$ cat src/rtl/viterbi_pkg.sv
// Shared types and defaults for the Viterbi decoder input/output interfaces.
// Symbols per word is computed by a helper so both interfaces agree.
package viterbi_pkg;
    typedef enum logic {IDLE, SHIFT} state_t;

    localparam int DEF_SIZE_IN  = 8;
    localparam int DEF_SIZE_OUT = 2;

    function automatic int syms_per_word(input int size_in, input int size_out);
        return size_in / size_out;
    endfunction
endpackage

$ cat src/rtl/input_word_buffer.sv
// One-entry pending word register that lets the front end accept the next word
// while the current word is still being shifted out.
module input_word_buffer #(
    parameter int WIDTH = 8
) (
    input  logic             clk,
    input  logic             rst,
    input  logic             push,
    input  logic [WIDTH-1:0] push_data,
    input  logic             push_last,
    input  logic             pop,
    output logic [WIDTH-1:0] data,
    output logic             last,
    output logic             valid
);
    always_ff @(posedge clk or posedge rst) begin
        if (rst) begin
            valid <= 1'b0;
            data  <= '0;
            last  <= 1'b0;
        end else if (push) begin
            valid <= 1'b1;
            data  <= push_data;
            last  <= push_last;
        end else if (pop) begin
            valid <= 1'b0;
        end
    end
endmodule

$ cat src/rtl/input_interface_block.sv
// Parallel-to-serial front end: splits SIZE_IN-bit words into SIZE_OUT-bit
// symbols, MSB first, with a pending buffer to avoid bubbles between words.
module input_interface_block
    import viterbi_pkg::*;
#(
    parameter int SIZE_IN  = DEF_SIZE_IN,
    parameter int SIZE_OUT = DEF_SIZE_OUT
) (
    input  logic                i_clk,
    input  logic                i_rst,
    input  logic                i_valid,
    input  logic [SIZE_IN-1:0]  i_data,
    input  logic                i_last,
    output logic                o_ready,
    output logic                o_valid,
    output logic [SIZE_OUT-1:0] o_data,
    output logic                o_last,
    input  logic                i_ready,
    output logic                o_busy
);
    localparam int N  = syms_per_word(SIZE_IN, SIZE_OUT);
    localparam int CW = $clog2(N + 1);

    state_t             state;
    logic [SIZE_IN-1:0] sreg;
    logic               slast;
    logic [CW-1:0]      count;

    logic [SIZE_IN-1:0] pend_data;
    logic               pend_last;
    logic               pend_valid;

    logic up_xfer, dn_xfer, word_done, bypass, pend_push, pend_pop;

    assign o_ready   = !pend_valid && !i_rst;
    assign o_valid   = (state == SHIFT);
    assign o_data    = sreg[SIZE_IN-1 -: SIZE_OUT];
    assign o_last    = o_valid && slast && (count == CW'(1));
    assign o_busy    = o_valid || pend_valid;

    assign up_xfer   = i_valid && o_ready;
    assign dn_xfer   = o_valid && i_ready;
    assign word_done = dn_xfer && (count == CW'(1));
    // A word arriving as the current one finishes skips the pending entry.
    assign bypass    = word_done && !pend_valid && up_xfer;
    assign pend_push = up_xfer && (state == SHIFT) && !bypass;
    assign pend_pop  = word_done && pend_valid;

    input_word_buffer #(.WIDTH(SIZE_IN)) u_buf (
        .clk      (i_clk),
        .rst      (i_rst),
        .push     (pend_push),
        .push_data(i_data),
        .push_last(i_last),
        .pop      (pend_pop),
        .data     (pend_data),
        .last     (pend_last),
        .valid    (pend_valid)
    );

    always_ff @(posedge i_clk or posedge i_rst) begin
        if (i_rst) begin
            state <= IDLE;
            sreg  <= '0;
            slast <= 1'b0;
            count <= '0;
        end else begin
            case (state)
                IDLE: begin
                    if (up_xfer) begin
                        sreg  <= i_data;
                        slast <= i_last;
                        count <= CW'(N);
                        state <= SHIFT;
                    end
                end
                SHIFT: begin
                    if (dn_xfer) begin
                        if (count > CW'(1)) begin
                            sreg  <= sreg << SIZE_OUT;
                            count <= count - CW'(1);
                        end else if (pend_valid) begin
                            sreg  <= pend_data;
                            slast <= pend_last;
                            count <= CW'(N);
                        end else if (up_xfer) begin
                            sreg  <= i_data;
                            slast <= i_last;
                            count <= CW'(N);
                        end else begin
                            sreg  <= '0;
                            slast <= 1'b0;
                            count <= '0;
                            state <= IDLE;
                        end
                    end
                end
                default: state <= IDLE;
            endcase
        end
    end
endmodule
$ cat config.mk
export PLATFORM = sky130hd
export DESIGN_NAME = input_interface_block
export DESIGN_NICKNAME = d
export VERILOG_FILES = /design/src/rtl/viterbi_pkg.sv /design/src/rtl/input_word_buffer.sv /design/src/rtl/input_interface_block.sv
export SDC_FILE = /design/constraint.sdc
export NUM_CORES = 1
export LEC_CHECK = 0
export BUFFER_PORTS_ARGS = -buffer_cell sky130_fd_sc_hd__buf_2
export CAP_MARGIN = 0
export CORE_UTILIZATION = 40
export CTS_CLUSTER_SIZE = 14
export DETAILED_ROUTE_END_ITERATION = 10
export GPL_TIMING_DRIVEN = 0
export PLACE_DENSITY_LB_ADDON = 0.2
export SLEW_MARGIN = 20
export SYNTH_ARGS = -nofsm -noshare
export SYNTH_HDL_FRONTEND = slang
export SYNTH_SLANG_ARGS = --single-unit
$ cat constraint.sdc
create_clock -name i_clk -period 3.94 [get_ports i_clk]
set_clock_uncertainty 0.05 [all_clocks]
set_input_delay 0.394 -clock i_clk [delete_from_list [all_inputs] [get_ports i_clk]]
set_output_delay 0.394 -clock i_clk [all_outputs]
set_load 0.03 [all_outputs]
==> impl_metrics.py <==
metrics = {
    "floorplanning": {
        "rows": 19,
        "initial_core_util_pct": 43.4,
        "io_pins": 19,
        "fp.dieH_microns": 57.7,
        "coreArea_sq_mm": 0.00285,
        "fp.dieArea_sq_mm": 0.00332,
        "die_w_microns": 57.7,
    },
    "clock_tree": {
        "postCtsSetupBuffers": 0,
        "hold_buffers": 0,
        "numCtsBuffers": 3,
        "cts-root-buf": "clkbuf_4",
        "clockBufferDepth": 2,
        "clk_pin_slew_ns": 0.13,
        "cts_htree_levels": 1,
        "cts_sinks": 23,
        "clk_latency_ns": 0.31,
        "cts_tree": "yes",
        "cts_resized": 0,
    },
    "setup_path": {
        "cp_common_cell": "buf_2",
        "slowest_delay_ns": 0.47,
        "cp.arrival_ns": 1.70,
        "required_ns": 3.50,
        "worstSetupStartpointType": "register",
        "cp_max_fo": 10,
        "crit_type": "reg2out",
        "cp-end-kind": "output port",
        "cpMaxStageDelayCell": "dfrtp_1",
        "path_cells": "buf_2, buf_2, or2_2, buf_2",
    },
    "place": {
        "gp_congestion": 0.827,
        "io_buffers": 18,
        "dp_hpwl_mm": 2.00,
        "dp_slack_ns": 1.99,
    },
    "outcome": {
        "status": "complete, no violations",
    },
    "routing": {
        "post-route-drc-count": 0,
        "ant_nets": 0,
        "vias": 1025,
        "wl_per_cell_microns": 16.6,
        "drt_first_pass_iters": 4,
        "routed_wl_mm": 2.91,
        "via_per_inst": 5.86,
        "drt-initial-drc-count": 15,
    },
    "global_route": {
        "overflow": 0,
        "grt_pass1_wl_mm": 4.83,
        "grt_antenna_before_repair": 0,
        "grt_pass1_vias": 1034,
        "grt_usage_pct": 19.4,
        "grt_max_degree": 24,
    },
    "synth": {
        "yosysSeqAreaShare_pct": 46.5,
        "yosys.cell_types.count": 36,
        "avgSynthCellArea_sq_um": 10.2,
        "syn-num-nets": 137,
        "synth_cells": 122,
        "ys_seq_elements": 23,
        "yosysWarnings": 0,
        "synth_area_sq_mm": 0.00124,
    },
    "sta": {
        "max-slew-margin-rel_pct": 39.2,
        "tns_ns": 0,
        "setup_slack_ns": 1.79,
        "fin_crit_sh_pct": 54.5,
        "drv_slew": 0,
        "setup_viol_count_final": 0,
        "max_freq_mhz": 466,
        "rsz0062_at_grt": "no",
        "worst_pin_slew_ns": 0.911,
        "fin_crit_ns": 2.15,
        "hold_viol_final": 0,
    },
    "power": {
        "ir_worst_vdd_v": 0.000265,
        "cellPowerDensity_mw_per_mm2": 702,
        "p_leak_nw": 0.594,
    },
    "finish": {
        "diodes": 0,
        "drive_above_1_share_pct": 27.1,
        "area_delta_synth_final_pct": 12.5,
        "nets": 160,
    },
    "run": {
        "maxCapViolations": 0,
    },
    "min_path": {
        "hold_path_class": "in2async",
    },
}
state kept, by name, summed over array words and instances, names as in the netlist:
name         count
count            3
o_valid          1
slast            1
sreg             8
u_buf.data       8
u_buf.last       1
u_buf.valid      1
logic make-up (layout without fill, tap and decap cells):
family	after synthesis	in the layout	share of synthesized area, %
multiplexers	10	10	9.09
adder cells (fa/ha/maj)	2	2	2.02
AND/OR/NAND/NOR	46	46	22.1
flip-flops	23	23	46.5
buffers and inverters	11	33	4.34
AO/OA/AOI/OAI	30	30	16.0
through the flow:
| step | hold slack (ns) | std cells | util [%] | area [sq um] | total power [mW] |
|---|---|---|---|---|---|
| 6_report | 0.245 | 175 | 48.9 | 1390 | 0.978 |
| 5_1_grt | 0.242 | 175 | 48.9 | 1390 | 1.06 |
| 4_1_cts | 0.256 | 175 | 48.9 | 1390 | 0.983 |
| 3_5_place_dp | 0.431 | 171 | 47.9 | 1370 | 0.873 |
| 3_3_place_gp | 0.424 | 171 | 47.9 | 1370 | 0.848 |
| 2_1_floorplan | 0.346 | 122 | - | 1240 | 0.751 |
cells in the mapped netlist, drive strengths merged:
cell type   n  area (sq um)
o31ai       1          7.51
a211oi      6          50.1
a21oi       4          20.0
o21bai      1          7.51
buf         6          35.0
a221oi      1          8.76
nand3       3          27.5
mux2       10           113
a21o        2          15.0
or4b        1          13.8
nand2b      3          18.8
and2        2          12.5
a32o        1          10.0
nand3b      1          7.51
nor3        7          35.0
nor2        9          36.3
and3        1          6.26
ha          2          25.0
dfrtp      23           576
or2         1          6.26
nor3b       6          45.0
nand2       8          37.5
nand4       1          6.26
o21ai       7          35.0
inv         4          15.0
nor2b       2          12.5
o22ai       7          43.8
clkbuf      1          3.75
and4        1          8.76
layout by cell type (no fill, tap or decap), types with 3 or more instances in the layout:
master,n
nor3b_1,6
mux2_2,6
clkbuf_4,3
a211oi_1,5
o21ai_0,4
nand2b_1,3
nor3_1,7
o22ai_1,7
inv_1,4
a21oi_1,4
buf_2,22
nor2_1,8
o21ai_1,3
dfrtp_1,23
mux2_1,4
nand2_1,7
critical path: cells and delay by family (launching register included):
family,cells,cell delay [ns]
buf+inv,3,0.61
simple gates,1,0.30
flops,1,0.47
final cells by class:
type                       instances  area, sq um
fill                             294         1460
inverter                           4         15.0
multi-input combinational         88          609
sequential                        23          576
tap                               31         38.8
clock buffer                       4         26.3
buffer                             7         38.8
timing repair buffer              18         90.1
power breakdown:
| group | internal, mW | switching, mW |
|---|---|---|
| clock network | 0.0396 | 0.0725 |
| logic | 0.188 | 0.254 |
| registers | 0.349 | 0.0741 |
| total | 0.577 | 0.401 |
layer usage:
layer | share of wire [%] | vias up | global-route usage [%]
met1 | 46 | 508 | 25.7
met5 | 0 | - | 0
met2 | 50 | 24 | 34.1
met4 | 1.2 | 0 | 5.10
met3 | 2.9 | 5 | 2.23
li1 | - | 488 | -
final timing paths:
check | from | end | slack, ns | cells past startpoint
max | u_buf.valid$_DFFE_PP0P_ | o_busy | 1.79 | 4
min | i_rst | u_buf.data[3]$_DFFE_PP0P_ | 0.25 | 2
max reg2reg | count[1]$_DFFE_PP0P_ | slast$_DFFE_PP0P_ | 1.96 | 6
min reg2reg | u_buf.data[0]$_DFFE_PP0P_ | u_buf.data[0]$_DFFE_PP0P_ | 0.45 | 1
max in group asynchronous | i_rst | u_buf.valid$_DFFE_PP0P_ | 3.04 | 2
min in group i_clk | i_last | u_buf.last$_DFFE_PP0P_ | 0.26 | 2
(Power assumes the default switching activity.)
